==> config.mk <==
export PLATFORM = sky130hd
export DESIGN_NAME = dcr_bank
export DESIGN_NICKNAME = d
export VERILOG_FILES = /design/src/rtl/gpu_dcr_pkg.sv /design/src/rtl/dcr_launch_fsm.sv /design/src/rtl/dcr_bank.sv
export SDC_FILE = /design/constraint.sdc
export NUM_CORES = 1
export LEC_CHECK = 0
export ABC_CLOCK_PERIOD_IN_PS = 2700
export CAP_MARGIN = 25
export CORE_MARGIN = 2
export CORE_UTILIZATION = 47
export DETAILED_ROUTE_END_ITERATION = 7
export GPL_TIMING_DRIVEN = 0
export PLACE_DENSITY = 0.84
export SLEW_MARGIN = 20
export SYNTH_ARGS = -nofsm -noshare
export SYNTH_HDL_FRONTEND = slang
export SYNTH_SLANG_ARGS = --single-unit
==> constraint.sdc <==
create_clock -name clk -period 2.7 [get_ports clk]
set_input_delay 0.54 -clock clk [delete_from_list [all_inputs] [get_ports clk]]
set_output_delay 0.54 -clock clk [all_outputs]
set_load 0.01 [all_outputs]
==> src/rtl/gpu_dcr_pkg.sv <==
// Shared definitions for the miniGPU device control register bank:
// register indices, CTRL/STATUS bit positions and the launch FSM state type.
package gpu_dcr_pkg;

    localparam int REG_THREAD_COUNT = 0;
    localparam int REG_PROG_BASE    = 1;
    localparam int REG_DATA_BASE    = 2;

    localparam int CTRL_START    = 0;
    localparam int CTRL_CLR_DONE = 1;
    localparam int CTRL_CLR_ERR  = 2;

    localparam int STAT_BUSY = 0;
    localparam int STAT_DONE = 1;
    localparam int STAT_ERR  = 2;

    typedef enum logic [1:0] {
        IDLE   = 2'd0,
        LAUNCH = 2'd1,
        RUN    = 2'd2
    } state_t;

endpackage

==> src/rtl/dcr_launch_fsm.sv <==
// Kernel launch tracker: IDLE -> LAUNCH (one-cycle kernel_start) -> RUN until
// kernel_done. Also keeps the sticky done flag reported in STATUS.
module dcr_launch_fsm
    import gpu_dcr_pkg::*;
(
    input  logic clk,
    input  logic reset_n,
    input  logic launch,
    input  logic clr_done,
    input  logic kernel_done,
    output logic kernel_start,
    output logic busy,
    output logic done
);

    state_t state_reg, state_next;
    logic   done_reg, done_next;

    always_ff @(posedge clk or negedge reset_n) begin
        if (!reset_n) begin
            state_reg <= IDLE;
            done_reg  <= 1'b0;
        end else begin
            state_reg <= state_next;
            done_reg  <= done_next;
        end
    end

    always_comb begin
        state_next = state_reg;
        done_next  = done_reg;
        case (state_reg)
            IDLE:    if (launch) state_next = LAUNCH;
            LAUNCH:  state_next = RUN;
            RUN:     if (kernel_done) state_next = IDLE;
            default: state_next = IDLE;
        endcase
        if (launch || clr_done)
            done_next = 1'b0;
        // Completion is applied last so it beats a same-cycle CLR_DONE.
        if (state_reg == RUN && kernel_done)
            done_next = 1'b1;
    end

    // Decoded straight from the state register so both drop with the async reset.
    assign kernel_start = (state_reg == LAUNCH);
    assign busy         = (state_reg != IDLE);
    assign done         = done_reg;

endmodule

==> src/rtl/dcr_bank.sv <==
// Host-visible device control registers for miniGPU: config registers feeding the
// Dispatcher plus a CTRL/STATUS register at the top index that launches kernels.
module dcr_bank
    import gpu_dcr_pkg::*;
#(
    parameter int DATA_WIDTH = 8,
    parameter int ADDR_WIDTH = 3,
    parameter int NUM_REGS   = 4
) (
    input  logic                             clk,
    input  logic                             reset_n,
    input  logic                             wr_en,
    input  logic [ADDR_WIDTH-1:0]            wr_addr,
    input  logic [DATA_WIDTH-1:0]            wr_data,
    input  logic                             rd_en,
    input  logic [ADDR_WIDTH-1:0]            rd_addr,
    output logic [DATA_WIDTH-1:0]            rd_data,
    output logic                             rd_valid,
    output logic [DATA_WIDTH-1:0]            thread_count,
    output logic [(NUM_REGS-1)*DATA_WIDTH-1:0] cfg_flat,
    output logic                             kernel_start,
    input  logic                             kernel_done,
    output logic                             busy,
    output logic                             wr_err
);

    localparam int NUM_CFG  = NUM_REGS - 1;
    localparam int CTRL_IDX = NUM_REGS - 1;

    logic [DATA_WIDTH-1:0] cfg_regs [NUM_CFG];
    logic [DATA_WIDTH-1:0] status;
    logic [DATA_WIDTH-1:0] rd_data_reg, rd_data_next;
    logic                  rd_valid_reg;
    logic                  wr_err_reg;
    logic [31:0]           wr_idx, rd_idx;
    logic                  cfg_we, launch, clr_done, clr_err, err_set, done;

    assign wr_idx = 32'(wr_addr);
    assign rd_idx = 32'(rd_addr);

    always_comb begin
        cfg_we   = 1'b0;
        launch   = 1'b0;
        clr_done = 1'b0;
        clr_err  = 1'b0;
        err_set  = 1'b0;
        if (wr_en) begin
            if (wr_idx < 32'(NUM_CFG)) begin
                if (busy) err_set = 1'b1;
                else      cfg_we  = 1'b1;
            end else if (wr_idx == 32'(CTRL_IDX)) begin
                clr_done = wr_data[CTRL_CLR_DONE];
                clr_err  = wr_data[CTRL_CLR_ERR];
                if (wr_data[CTRL_START]) begin
                    if (busy || thread_count == '0) err_set = 1'b1;
                    else                            launch  = 1'b1;
                end
            end else begin
                err_set = 1'b1;
            end
        end
    end

    generate
        for (genvar gi = 0; gi < NUM_CFG; gi++) begin : g_cfg
            always_ff @(posedge clk or negedge reset_n) begin
                if (!reset_n)
                    cfg_regs[gi] <= '0;
                else if (cfg_we && wr_idx == 32'(gi))
                    cfg_regs[gi] <= wr_data;
            end
            assign cfg_flat[gi*DATA_WIDTH +: DATA_WIDTH] = cfg_regs[gi];
        end
    endgenerate

    assign thread_count = cfg_regs[REG_THREAD_COUNT];

    // Setting an error takes priority over a same-cycle CLR_ERR.
    always_ff @(posedge clk or negedge reset_n) begin
        if (!reset_n)     wr_err_reg <= 1'b0;
        else if (err_set) wr_err_reg <= 1'b1;
        else if (clr_err) wr_err_reg <= 1'b0;
    end

    assign wr_err = wr_err_reg;

    dcr_launch_fsm u_fsm (
        .clk          (clk),
        .reset_n      (reset_n),
        .launch       (launch),
        .clr_done     (clr_done),
        .kernel_done  (kernel_done),
        .kernel_start (kernel_start),
        .busy         (busy),
        .done         (done)
    );

    always_comb begin
        status            = '0;
        status[STAT_BUSY] = busy;
        status[STAT_DONE] = done;
        status[STAT_ERR]  = wr_err_reg;
    end

    always_comb begin
        rd_data_next = '0;
        for (int i = 0; i < NUM_CFG; i++)
            if (rd_idx == 32'(i)) rd_data_next = cfg_regs[i];
        if (rd_idx == 32'(CTRL_IDX))
            rd_data_next = status;
    end

    // Reads sample pre-edge state, so a same-cycle write returns the old value.
    always_ff @(posedge clk or negedge reset_n) begin
        if (!reset_n) begin
            rd_data_reg  <= '0;
            rd_valid_reg <= 1'b0;
        end else begin
            rd_valid_reg <= rd_en;
            if (rd_en) rd_data_reg <= rd_data_next;
        end
    end

    assign rd_data  = rd_data_reg;
    assign rd_valid = rd_valid_reg;

endmodule

# --- Word level (Yosys, flattened, before mapping) ---
# Cells that the tools add are included.
classes:
  add_sub_neg: 0
  mul: 0
  n_div: 0
  n_lt_le_gt_ge: 1
  eq_ne: 10
  shifts: 0
  muxes: 31
  bitwise: 0
  reduce_logical: 14
ops:
  columns: ["cell", "n"]
  rows:
  - ["32-bit logical NOT", 2]
  - ["8-bit two-way mux", 4]
  - ["1-bit two-way mux", 24]
  - ["3-bit by 2-bit equality test with 1-bit output, second input constant", 4]
  - ["8-bit logical NOT", 1]
  - ["3-bit by 1-bit equality test with 1-bit output, second input constant", 2]
  - ["2-bit one-hot mux with 3 select lines", 1]
  - ["2-bit nonzero test", 3]
  - ["1-bit logical AND", 4]
  - ["2-bit two-way mux", 2]
  - ["3-bit by 2-bit less-than comparator with 1-bit output, second input constant", 1]
  - ["2-bit by 1-bit equality test with 1-bit output, second input constant", 1]
  - ["2-bit equality test, second input constant", 1]
  - ["2-bit logical NOT", 1]
  - ["1-bit logical OR", 2]
  - ["2-bit by 1-bit inequality test with 1-bit output, second input constant", 1]
  - ["2-bit inequality test, second input constant", 1]
  - ["2-bit AND reduction", 1]
totals:
  register_bits: 37
  latchBits: 0
  ramBits: 0
  romBits: 0
  output_inout_bits: 44
  word_cells: 64
  memories: 0

# --- Longest topological paths before layout ---
# Gate-level depths: netlist of the first run.
logic_depth:
  ltp_word: 10
  depth_mapped: 4

# --- By module ---
# Synthesis of the first run repeated with hierarchy kept, for this count alone.
hier_totals:
  hier_cells: 138
  hier_area_um2: 1771.7
modules_own_cells:
  columns: ["module", "instances", "cells_per_inst", "area_each_um2"]
  rows:
  - ["dcr_bank", 1, 126, 1647.8]
  - ["dcr_launch_fsm", 1, 12, 123.9]

# --- Worst setup path before layout of the first run ---
# Ideal clock, no wire load.
synth_timing:
  path_kind: "in2reg"
  from: "input port wr_addr[2]"
  to: "register cfg_regs (netlist bit thread_count[0])"
  setup_ns: 0.125
  arrival_ns: 1.517
  path_slack_ns: 1.058
  stages: 3
  path_buffers: 0
  path_cell_list: "nor4b_4 nor3b_4 mux2_2"
synth_between:
  elab_chain_len: 4
synth_rtl:
  columns: ["element", "line", "rtl"]
  rows:
  - ["start, declared", "dcr_bank.sv:13", "input logic [ADDR_WIDTH-1:0] wr_addr,"]
  - ["3-bit by 2-bit less-than comparator with 1-bit output", "dcr_bank.sv:48", "if (wr_idx < 32'(NUM_CFG)) begin"]
  - ["1-bit two-way mux", "dcr_bank.sv:48", null]
  - ["1-bit two-way mux", "dcr_bank.sv:47", "if (wr_en) begin"]
  - ["1-bit logical AND (*)", "dcr_bank.sv:69", "else if (cfg_we && wr_idx == 32'(gi))"]
  - ["end signal, assigned by index", "dcr_bank.sv:70", "cfg_regs[gi] <= wr_data;"]
  - ["end, declared", "dcr_bank.sv:30", "logic [DATA_WIDTH-1:0] cfg_regs [NUM_CFG];"]
# Every way passes the cells marked *; elsewhere a longest branch is shown, timed or not.
# A chain may end at the register's enable or synchronous reset.

# --- Final worst setup path of the first run ---
layout_timing:
  from: "register u_fsm.state_reg[1]"
  to: "output port busy"
layout_between:
  elab_chain_len: 1
layout_rtl:
  columns: ["element", "line", "rtl"]
  rows:
  - ["start, declared", "dcr_launch_fsm.sv:16", "state_t state_reg, state_next;"]
  - ["start signal, assigned", "dcr_launch_fsm.sv:24", "state_reg <= state_next;"]
  - ["2-bit nonzero test", "dcr_launch_fsm.sv:47", "assign busy = (state_reg != IDLE);"]
  - ["end, declared", "dcr_bank.sv:23", "output logic busy,"]
# No other way between the ends.

==> impl_results.md, run 1 <==
* Row cnt at 22
* DP Cell Count at 243
* Crit. End Element: output port
* Final Max Tran Viols at 0
* CTS max path bufs at 2
* Routed via count at 1312
* CP Launch Type: register
* Static Leak at 1.08 nW
* Mean cell area of the mapped netlist at 13.0 µm²
* Slowest stage delay, CP at 0.50 ns
* Actual slew at the worst max-slew pin at 0.540 ns
* Post-synthesis cell area at 1730 µm²
* Syn Inst Count at 133
* Vias in the first global route at 1347
* IO Pins at 63
* RSZ-0062 raised after global routing: no
* Layout Nets at 221
* Non-Filler Instances at 251
* Die area at 4170 µm²
* Maximum vdd ir drop at 0.000428 V
* Drt via density at 5.23
* Total GRT Usage at 0.214
* CTS tree: yes
* Highest-delay cell along the critical path: clkdlybuf4s50_1
* Finished Core Util at 0.703
* Worst path depth at 2
* Die X-Extent at 64.6 µm
* Ant diodes at 0
* Hold_buf cts at 0
* Post-synth top area share at 0.537
* Final period util at 0.799
* Max FO, Critical Path at 6
* H-tree depth at 2
* Core area at 3610 µm²
* Netlist cell types at 25
* DRC violations left at 0
* Post-CTS sizing at 0
* Max Freq at 0.463 GHz
* # Post-CTS Setup Buffers at 0
* Final Hold Viols at 0
* Largest net degree at the start of global routing at 23
* Iteration-0 DRC Markers at 54
* Worst path buffer plus inverter count at 1
* Worst endpoint data arrival time at 1.62 ns
* Critical path type: reg2out
* Final setup viols at 0
* Clk slew on worst S/H paths at 0.07 ns
* Max reg flops at 16
* Cell count of the worst reg-to-reg path at 3
* PwrDens at 740 nW/µm²
* Yosys warns at 0
* Max_cap viols at 0
* Worst Path Required at 2.16 ns
* Mapped Nets at 152
* Layout cells sized above 1 at 0.232
* Seq/Total Area, Yosys at 0.537
* Wirelength per Cell at 16.0 µm
* DR pass1 iterations at 4
* Final Routed Wirelength at 4030 µm
* Top Family by Delay on Critical Path: buffers and inverters
* Cts bufs inserted at 5
* Dominant cell type by area after synthesis: dfrtp_1
* Clk_skew at 0.00634 ns
* Initial antenna violation count at 0
* Remaining Overflow, GRT at 0
* Dominant cells by area after synthesis: dfrtp_1, mux2_2, a2bb2oi_1, mux2i_1, buf_4
* Clk_lat worst skew at 0.29 ns
* Critical Path, Cell by Cell: or2_2, clkdlybuf4s50_1
* RePlAce Congestion at 0.896
* Status: completed
* Setup_tns at 0 ns
* Hold Path Class: in2async
* P&R area growth vs syn at 46.9%
* Slew headroom at 0.639
* DPL Wire Length at 3030 µm
* Die height at 64.6 µm
* Starting Density at 0.478
* Post-route minimum period at 2.16 ns
* Clock sink total at 37
* #FFs+latches synth at 37
* First-pass GRT wire length at 6560 µm
* Final ANT Viol Nets at 0
* CTS root buf: clkbuf_8
* Buffers on Ports at 61
-- final cells by class --
class,instances,area (µm²)
repair buffers,62,633
plain buffers,12,76.3
well taps,48,60.1
clock inverters,1,30.0
clock buffers,7,86.3
fillers,259,1070
flip-flops and latches,37,926
inverters,13,48.8
multi-input cells,71,674
-- cell families after synthesis --
family,share of synthesized area
flops,0.537
buf+inv,0.0725
simple gates,0.0754
compound gates,0.0979
mux,0.218
-- per-stage QoR --
step	setup slack (ns)	hold slack [ns]	power [mW]	area, µm²
finish	0.541	0.170	1.88	2530
global route	0.492	0.189	1.97	2530
CTS	0.533	0.169	1.89	2530
detailed placement	0.334	0.488	1.40	2420
global placement	0.339	0.515	1.38	2400
floorplan	1.06	0.244	1.03	1730
-- worst paths after layout --
| check | start | slack [ns] | end |
|---|---|---|---|
| max | u_fsm.state_reg[1] | 0.54 | busy |
| min | reset_n | 0.17 | rd_data[2] |
| max reg2reg | u_fsm.state_reg[1] | 0.85 | thread_count[3] |
| min reg2reg | rd_data[0] | 0.54 | rd_data[0] |
| max in group asynchronous | reset_n | 2.09 | cfg_flat[8] |
| min in group clk | rd_data[0] | 0.54 | rd_data[0] |
-- synth_stat cells --
master,n
nor4_1,2
inv_1,13
or2_2,1
nor3b_1,1
buf_4,8
clkbuf_1,3
o311ai_0,1
buf_2,1
o22a_1,1
nand3b_1,2
mux4_2,2
a2bb2oi_1,7
nor3b_4,1
o22ai_1,8
mux2_2,24
o21ai_0,4
dfrtp_1,37
nor2b_1,3
nand4b_1,1
nor4b_4,1
o21bai_1,1
a21oi_1,1
a211oi_1,1
nand2b_1,3
mux2i_1,6
-- power breakdown --
part           leakage [nW]  internal [mW]  switching (mW)
logic                 0.570          0.405           0.218
clock network        0.0585          0.301           0.187
registers             0.453          0.662           0.104
total                  1.08           1.37           0.509
-- layout by cell type (no fill, tap or decap) --
master / netlist / final
clkbuf_1: 3 / 4
a21oi_1: 1 / 1
clkdlybuf4s50_1: 0 / 60
mux4_2: 2 / 2
buf_16: 0 / 1
bufinv_16: 0 / 1
clkbuf_8: 0 / 6
buf_2: 1 / 2
buf_4: 8 / 8
nand3b_1: 2 / 2
mux2_2: 24 / 24
o311ai_0: 1 / 1
nor2b_1: 3 / 3
o21bai_1: 1 / 1
nand4b_1: 1 / 1
mux2i_1: 6 / 6
a2bb2oi_1: 7 / 7
nor4_1: 2 / 2
inv_1: 13 / 13
nand2b_1: 3 / 3
o22a_1: 1 / 1
o21ai_0: 4 / 4
nor3b_1: 1 / 1
dfrtp_1: 37 / 37
a211oi_1: 1 / 1
or2_2: 1 / 1
nor3b_4: 1 / 1
o22ai_1: 8 / 8
nor4b_4: 1 / 1
-- metal layers --
layer | track usage | up-vias | wire, µm
met2 | 0.340 | 62 | 1930
li1 | - | 610 | -
met4 | 0.0851 | 0 | 49
met3 | 0.0642 | 8 | 265
met1 | 0.275 | 632 | 1780
met5 | 0 | - | 0
-- worst reg2reg max path: cells and delay by family (launching register included) --
| kind | cells | cell delay [ns] |
|---|---|---|
| multiplexers | 1 | 0.40 |
| AND/OR/NAND/NOR | 2 | 0.87 |
| flip-flops | 1 | 0.47 |
Note: power is estimated with default switching activity, not from simulation.
==> run 2, diff against run 1 <==
--- a/config.mk
+++ b/config.mk
@@ -5,13 +5,13 @@
 export SDC_FILE = /design/constraint.sdc
 export NUM_CORES = 1
 export LEC_CHECK = 0
-export ABC_CLOCK_PERIOD_IN_PS = 2700
+export ABC_CLOCK_PERIOD_IN_PS = 2100
 export CAP_MARGIN = 25
 export CORE_MARGIN = 2
-export CORE_UTILIZATION = 47
+export CORE_UTILIZATION = 44
 export DETAILED_ROUTE_END_ITERATION = 7
 export GPL_TIMING_DRIVEN = 0
-export PLACE_DENSITY = 0.84
+export PLACE_DENSITY = 0.79
 export SLEW_MARGIN = 20
 export SYNTH_ARGS = -nofsm -noshare
 export SYNTH_HDL_FRONTEND = slang
==> constraint.sdc (replaced) <==
create_clock -name clk -period 2.1 [get_ports clk]
set_input_delay 0.42 -clock clk [delete_from_list [all_inputs] [get_ports clk]]
set_output_delay 0.42 -clock clk [all_outputs]
set_load 0.01 [all_outputs]
==> run 2 against run 1 <==
Clock power fell by 4.3%. Global-route usage is 0.62 points lower. Worst setup slack got worse by 0.45 ns. Critical path depth is the same. Total power grew 20%. Critical path type unchanged. Critical endpoint unchanged.
==> impl_results.md, run 2 (synthesis results as in run 1) <==
* Status: completed
* Total GRT Usage at 0.208
* Worst r2r dst: thread_count[1]
* Critical path startpoint: u_fsm.state_reg[1]
* CTS root buf: clkbuf_8
* Slew headroom at 0.646
* CTS max path bufs at 2
* DP Cell Count at 243
* CP Launch Type: register
* IO Pins at 63
* Ant diodes at 0
* Highest-delay cell along the critical path: clkdlybuf4s50_1
* Vias in the first global route at 1405
* Critical path type: reg2out
* Max Freq at 0.497 GHz
* Buffers on Ports at 61
* RePlAce Congestion at 0.832
* Initial antenna violation count at 0
* Clk slew on worst S/H paths at 0.07 ns
* Starting Density at 0.464
* Cts bufs inserted at 5
* Die height at 66.6 µm
* Maximum vdd ir drop at 0.000634 V
* Core area at 3720 µm²
* Setup slack, reg-to-reg at 0.31 ns
* DPL Wire Length at 3150 µm
* Crit. End Element: output port
* Non-Filler Instances at 251
* Slowest stage delay, CP at 0.49 ns
* Row cnt at 22
* Hold_buf cts at 0
* Layout Nets at 221
* RSZ-0062 raised after global routing: no
* Worst path buffer plus inverter count at 1
* Static Leak at 1.07 nW
* Final ANT Viol Nets at 0
* Largest net degree at the start of global routing at 26
* Crit Reg-Reg Startpoint: u_fsm.state_reg[1]
* Actual slew at the worst max-slew pin at 0.529 ns
* Routed via count at 1317
* Wirelength per Cell at 16.2 µm
* Final setup viols at 0
* Place WS at -0.0910 ns
* # Post-CTS Setup Buffers at 0
* Max reg flops at 16
* Commonest non-fill, non-tap cell in the layout: clkdlybuf4s50_1
* Final period util at 0.958
* Crit path to: busy
* Die area at 4440 µm²
* Iteration-0 DRC Markers at 37
* Cell count of the worst reg-to-reg path at 3
* Clock sink total at 37
* Most frequent cells in the layout: clkdlybuf4s50_1, dfrtp_1, mux2_2
* Worst path depth at 2
* Final Max Tran Viols at 0
* Critical Path, Cell by Cell: or2_2, clkdlybuf4s50_1
* Top Family by Delay on Critical Path: buffers and inverters
* DRC violations left at 0
* Drt via density at 5.25
* Post-CTS sizing at 0
* Max_cap viols at 0
* CTS tree: yes
* Post-route minimum period at 2.01 ns
* PwrDens at 902 nW/µm²
* Final Hold Viols at 0
* Worst Path Required at 1.68 ns
* Max FO, Critical Path at 6
* Hold Path Class: in2async
* Worst endpoint data arrival time at 1.59 ns
* Fin worst setup slack at 0.0882 ns
* Layout cells sized above 1 at 0.232
* P&R area growth vs syn at 45.0%
* First-pass GRT wire length at 6730 µm
* DR pass1 iterations at 4
* H-tree depth at 2
* Die X-Extent at 66.6 µm
* Remaining Overflow, GRT at 0
* Final Routed Wirelength at 4060 µm
* Clk_lat worst skew at 0.29 ns
* Clk_skew at 0.00506 ns
## run 2: per-layer routing
layer / track usage / vias up / part of all wire
li1: - / 611 / -
met1: 0.262 / 655 / 0.42
met3: 0.0490 / 7 / 0.052
met4: 0.0867 / 0 / 0.013
met2: 0.341 / 44 / 0.51
met5: 0 / - / 0
## run 2: how the worst min path moves through the flow
stage / startpoint / endpoint / slack, ns
3_5_place_dp: reset_n / rd_data[3] / 0.34
6_report: reset_n / rd_data[3] / 0.02
4_1_cts: reset_n / rd_data[3] / 0.03
5_1_grt: reset_n / rd_data[3] / 0.04
2_1_floorplan: reset_n / cfg_flat[10] / 0.12
3_3_place_gp: u_fsm.done / u_fsm.done / 0.51
## run 2: layout make-up
cell class | instances | area, µm²
Fill cell | 283 | 1210
Buffer | 12 | 76.3
Multi-Input combinational cell | 71 | 674
Timing Repair Buffer | 62 | 633
Tap cell | 48 | 60.1
Clock inverter | 2 | 10.0
Inverter | 13 | 48.8
Clock buffer | 6 | 72.6
Sequential cell | 37 | 926
## run 2: where the power goes
part	switching, mW	internal, mW
Sequential	0.129	0.851
Clock	0.238	0.230
Combinational	0.288	0.522
## run 2: stage by stage
| stage | utilization | area [µm²] | total power, mW | hold WS [ns] | setup TNS [ns] |
|---|---|---|---|---|---|
| final | 0.673 | 2500 | 2.26 | 0.0207 | 0 |
| after global routing | 0.673 | 2500 | 2.38 | 0.0391 | 0 |
| after CTS | 0.673 | 2500 | 2.28 | 0.0279 | 0 |
| after detailed placement | 0.651 | 2420 | 1.81 | 0.340 | -1.50 |
| after global placement | 0.645 | 2400 | 1.78 | 0.512 | -5.79 |
| after floorplan | - | 1730 | 1.32 | 0.124 | 0 |
## run 2: worst register-to-register path, cell delays in order (launching register included)
cell and delay (ns):
dfrtp_1 0.46, nor4b_4 0.34, nor3b_4 0.48, mux2_2 0.40
==> run 3, diff against run 2 <==
--- a/config.mk
+++ b/config.mk
@@ -5,7 +5,7 @@
 export SDC_FILE = /design/constraint.sdc
 export NUM_CORES = 1
 export LEC_CHECK = 0
-export ABC_CLOCK_PERIOD_IN_PS = 2100
+export ABC_CLOCK_PERIOD_IN_PS = 1900
 export CAP_MARGIN = 25
 export CORE_MARGIN = 2
 export CORE_UTILIZATION = 44
==> constraint.sdc (replaced) <==
create_clock -name clk -period 1.9 [get_ports clk]
set_input_delay 0.38 -clock clk [delete_from_list [all_inputs] [get_ports clk]]
set_output_delay 0.38 -clock clk [all_outputs]
set_load 0.01 [all_outputs]
==> run 3 against run 2 <==
Flip-flop and latch count stayed put. Critical path depth stayed put. Combinational power is 11% higher. Core utilization is 1.3 points higher. Largest power group unchanged.
==> impl_results.md, run 3 (synthesis results as in run 1) <==
* RePlAce Congestion at 0.832
* Clk_skew at 0.00558 ns
* Die X-Extent at 66.6 µm
* Buffers on Ports at 61
* DPL Wire Length at 3150 µm
* Final Hold Viols at 0
* Cell Area, Placed at 2420 µm²
* Critical path type: reg2out
* Top Layer Used: met4
* Initial antenna violation count at 0
* Ant diodes at 0
* Wire length on met1 at 1770 µm
* Maximum vdd ir drop at 0.000700 V
* Slew headroom at 0.666
* Top Family by Delay on Critical Path: buffers and inverters
* Drt via density at 5.19
* P&R area growth vs syn at 47.8%
* Layout Nets at 225
* Critical Path, Cell by Cell: nor2b_2, clkdlybuf4s50_1
* Final period util at 0.950
* Status: completed
* Cts bufs inserted at 5
* CP Launch Type: register
* Crit. End Element: output port
* PwrDens at 982 nW/µm²
* Final Routed Wirelength at 4160 µm
* Vias in the first global route at 1400
* RSZ-0062 raised after global routing: no
* CTS root buf: clkbuf_8
* Met2 WL post-DR at 2140 µm
* Fin worst setup slack at 0.0941 ns
* Worst Path Required at 1.52 ns
* Most frequent cells in the layout: clkdlybuf4s50_1, dfrtp_1, mux2_2
* Clk slew on worst S/H paths at 0.07 ns
* Final ANT Viol Nets at 0
* Place WS at -0.251 ns
* Final Max Tran Viols at 0
* Final setup viols at 0
* Worst endpoint data arrival time at 1.43 ns
* Setup slack, reg-to-reg at 0.19 ns
* Max FO, Critical Path at 6
* Worst r2r dst: cfg_flat[8]
* Wirelength per Cell at 16.3 µm
* Clk_lat worst skew at 0.29 ns
* Slowest stage delay, CP at 0.54 ns
* Total GRT Usage at 0.208
* Wire length on met3 at 183 µm
* Design area at 2550 µm²
* First-pass GRT wire length at 6740 µm
* Max Freq at 0.554 GHz
* Commonest non-fill, non-tap cell in the layout: clkdlybuf4s50_1
* Footprint of the multi-input gates at 677 µm²
* Largest net degree at the start of global routing at 26
* Worst path buffer plus inverter count at 1
* Core area at 3720 µm²
* Highest-delay cell along the critical path: clkdlybuf4s50_1
* Max reg flops at 16
* Fillers at 277
* Hold Path Class: in2async
* Worst path depth at 2
* Remaining Overflow, GRT at 0
* Max_cap viols at 0
* Cell count of the worst reg-to-reg path at 3
* Row cnt at 22
* Starting Density at 0.464
* Post-route minimum period at 1.81 ns
* Clock sink total at 37
* Finished Core Util at 0.686
* Layout cells sized above 1 at 0.256
* Crit Reg-Reg Startpoint: u_fsm.state_reg[1]
* H-tree depth at 2
* DRC violations left at 0
* Seq. cell area at 928 µm²
* CTS tree: yes
* Actual slew at the worst max-slew pin at 0.501 ns
* Static Leak at 1.09 nW
* DR pass1 iterations at 4
* Iteration-0 DRC Markers at 49
* Routed via count at 1323
* Setup_tns at 0 ns
* Die height at 66.6 µm
* CTS max path bufs at 2
* Die area at 4440 µm²
* IO Pins at 63
==> run 3: cell types whose count changed in the layout (fill, tap and decap cells not counted) <==
cell	change
nor2b_2	+1
dlygate4sd3_1	+1
nor2b_1	-1
buf_12	+1
dfrtp_2	+2
dfrtp_1	-2
clkdlybuf4s50_1	-1
buf_4	+2
dlygate4sd2_1	+1
==> run 3: through the flow <==
step | hold WS, ns | instances | total power, mW
2_1_floorplan | 0.0844 | 133 | 1.46
3_3_place_gp | 0.512 | 242 | 1.96
3_5_place_dp | 0.300 | 243 | 2.00
4_1_cts | 0.526 | 252 | 2.52
5_1_grt | 0.547 | 255 | 2.64
6_report | 0.516 | 255 | 2.50
==> run 3: worst max path at each step <==
| stage | from | to | slack (ns) |
|---|---|---|---|
| 5_1_grt | wr_addr[2] | cfg_flat[11] | 0.02 |
| 6_report | u_fsm.state_reg[1] | kernel_start | 0.09 |
| 3_5_place_dp | wr_en | cfg_flat[16] | -0.25 |
| 4_1_cts | u_fsm.state_reg[1] | kernel_start | 0.04 |
| 2_1_floorplan | u_fsm.state_reg[1] | thread_count[0] | 0.30 |
| 3_3_place_gp | reset_n | u_fsm.state_reg[1] | -0.31 |
==> run 3: per-layer routing <==
metal,global-route usage,vias to the layer above
li1,-,619
met4,0.0893,0
met5,0,-
met3,0.0490,9
met2,0.344,41
met1,0.260,654
==> run 3: final cells by class <==
| class | count | share of cell area |
|---|---|---|
| clock inverters | 2 | 0.00393 |
| plain buffers | 12 | 0.0299 |
| flip-flops and latches | 37 | 0.364 |
| clock buffers | 6 | 0.0285 |
| well taps | 48 | 0.0236 |
| inverters | 13 | 0.0191 |
| repair buffers | 66 | 0.265 |
| multi-input cells | 71 | 0.265 |
==> run 3: power by group <==
part           leakage (nW)  switching, mW  internal (mW)
logic                 0.595          0.321          0.581
registers             0.450          0.143          0.940
clock network        0.0450          0.264          0.254
==> run 3: timing repair <==
| item | 4_1_cts | 5_1_grt |
|---|---|---|
| hold buffers | 1 | 0 |
| hold endpoints to repair | 12 | 0 |
| pin swaps | 0 | 1 |
| gates cloned | 0 | 0 |
| gates resized for setup | 3 | 1 |
| endpoints found under the setup margin | 2 | 15 |
| setup buffers | 0 | 3 |
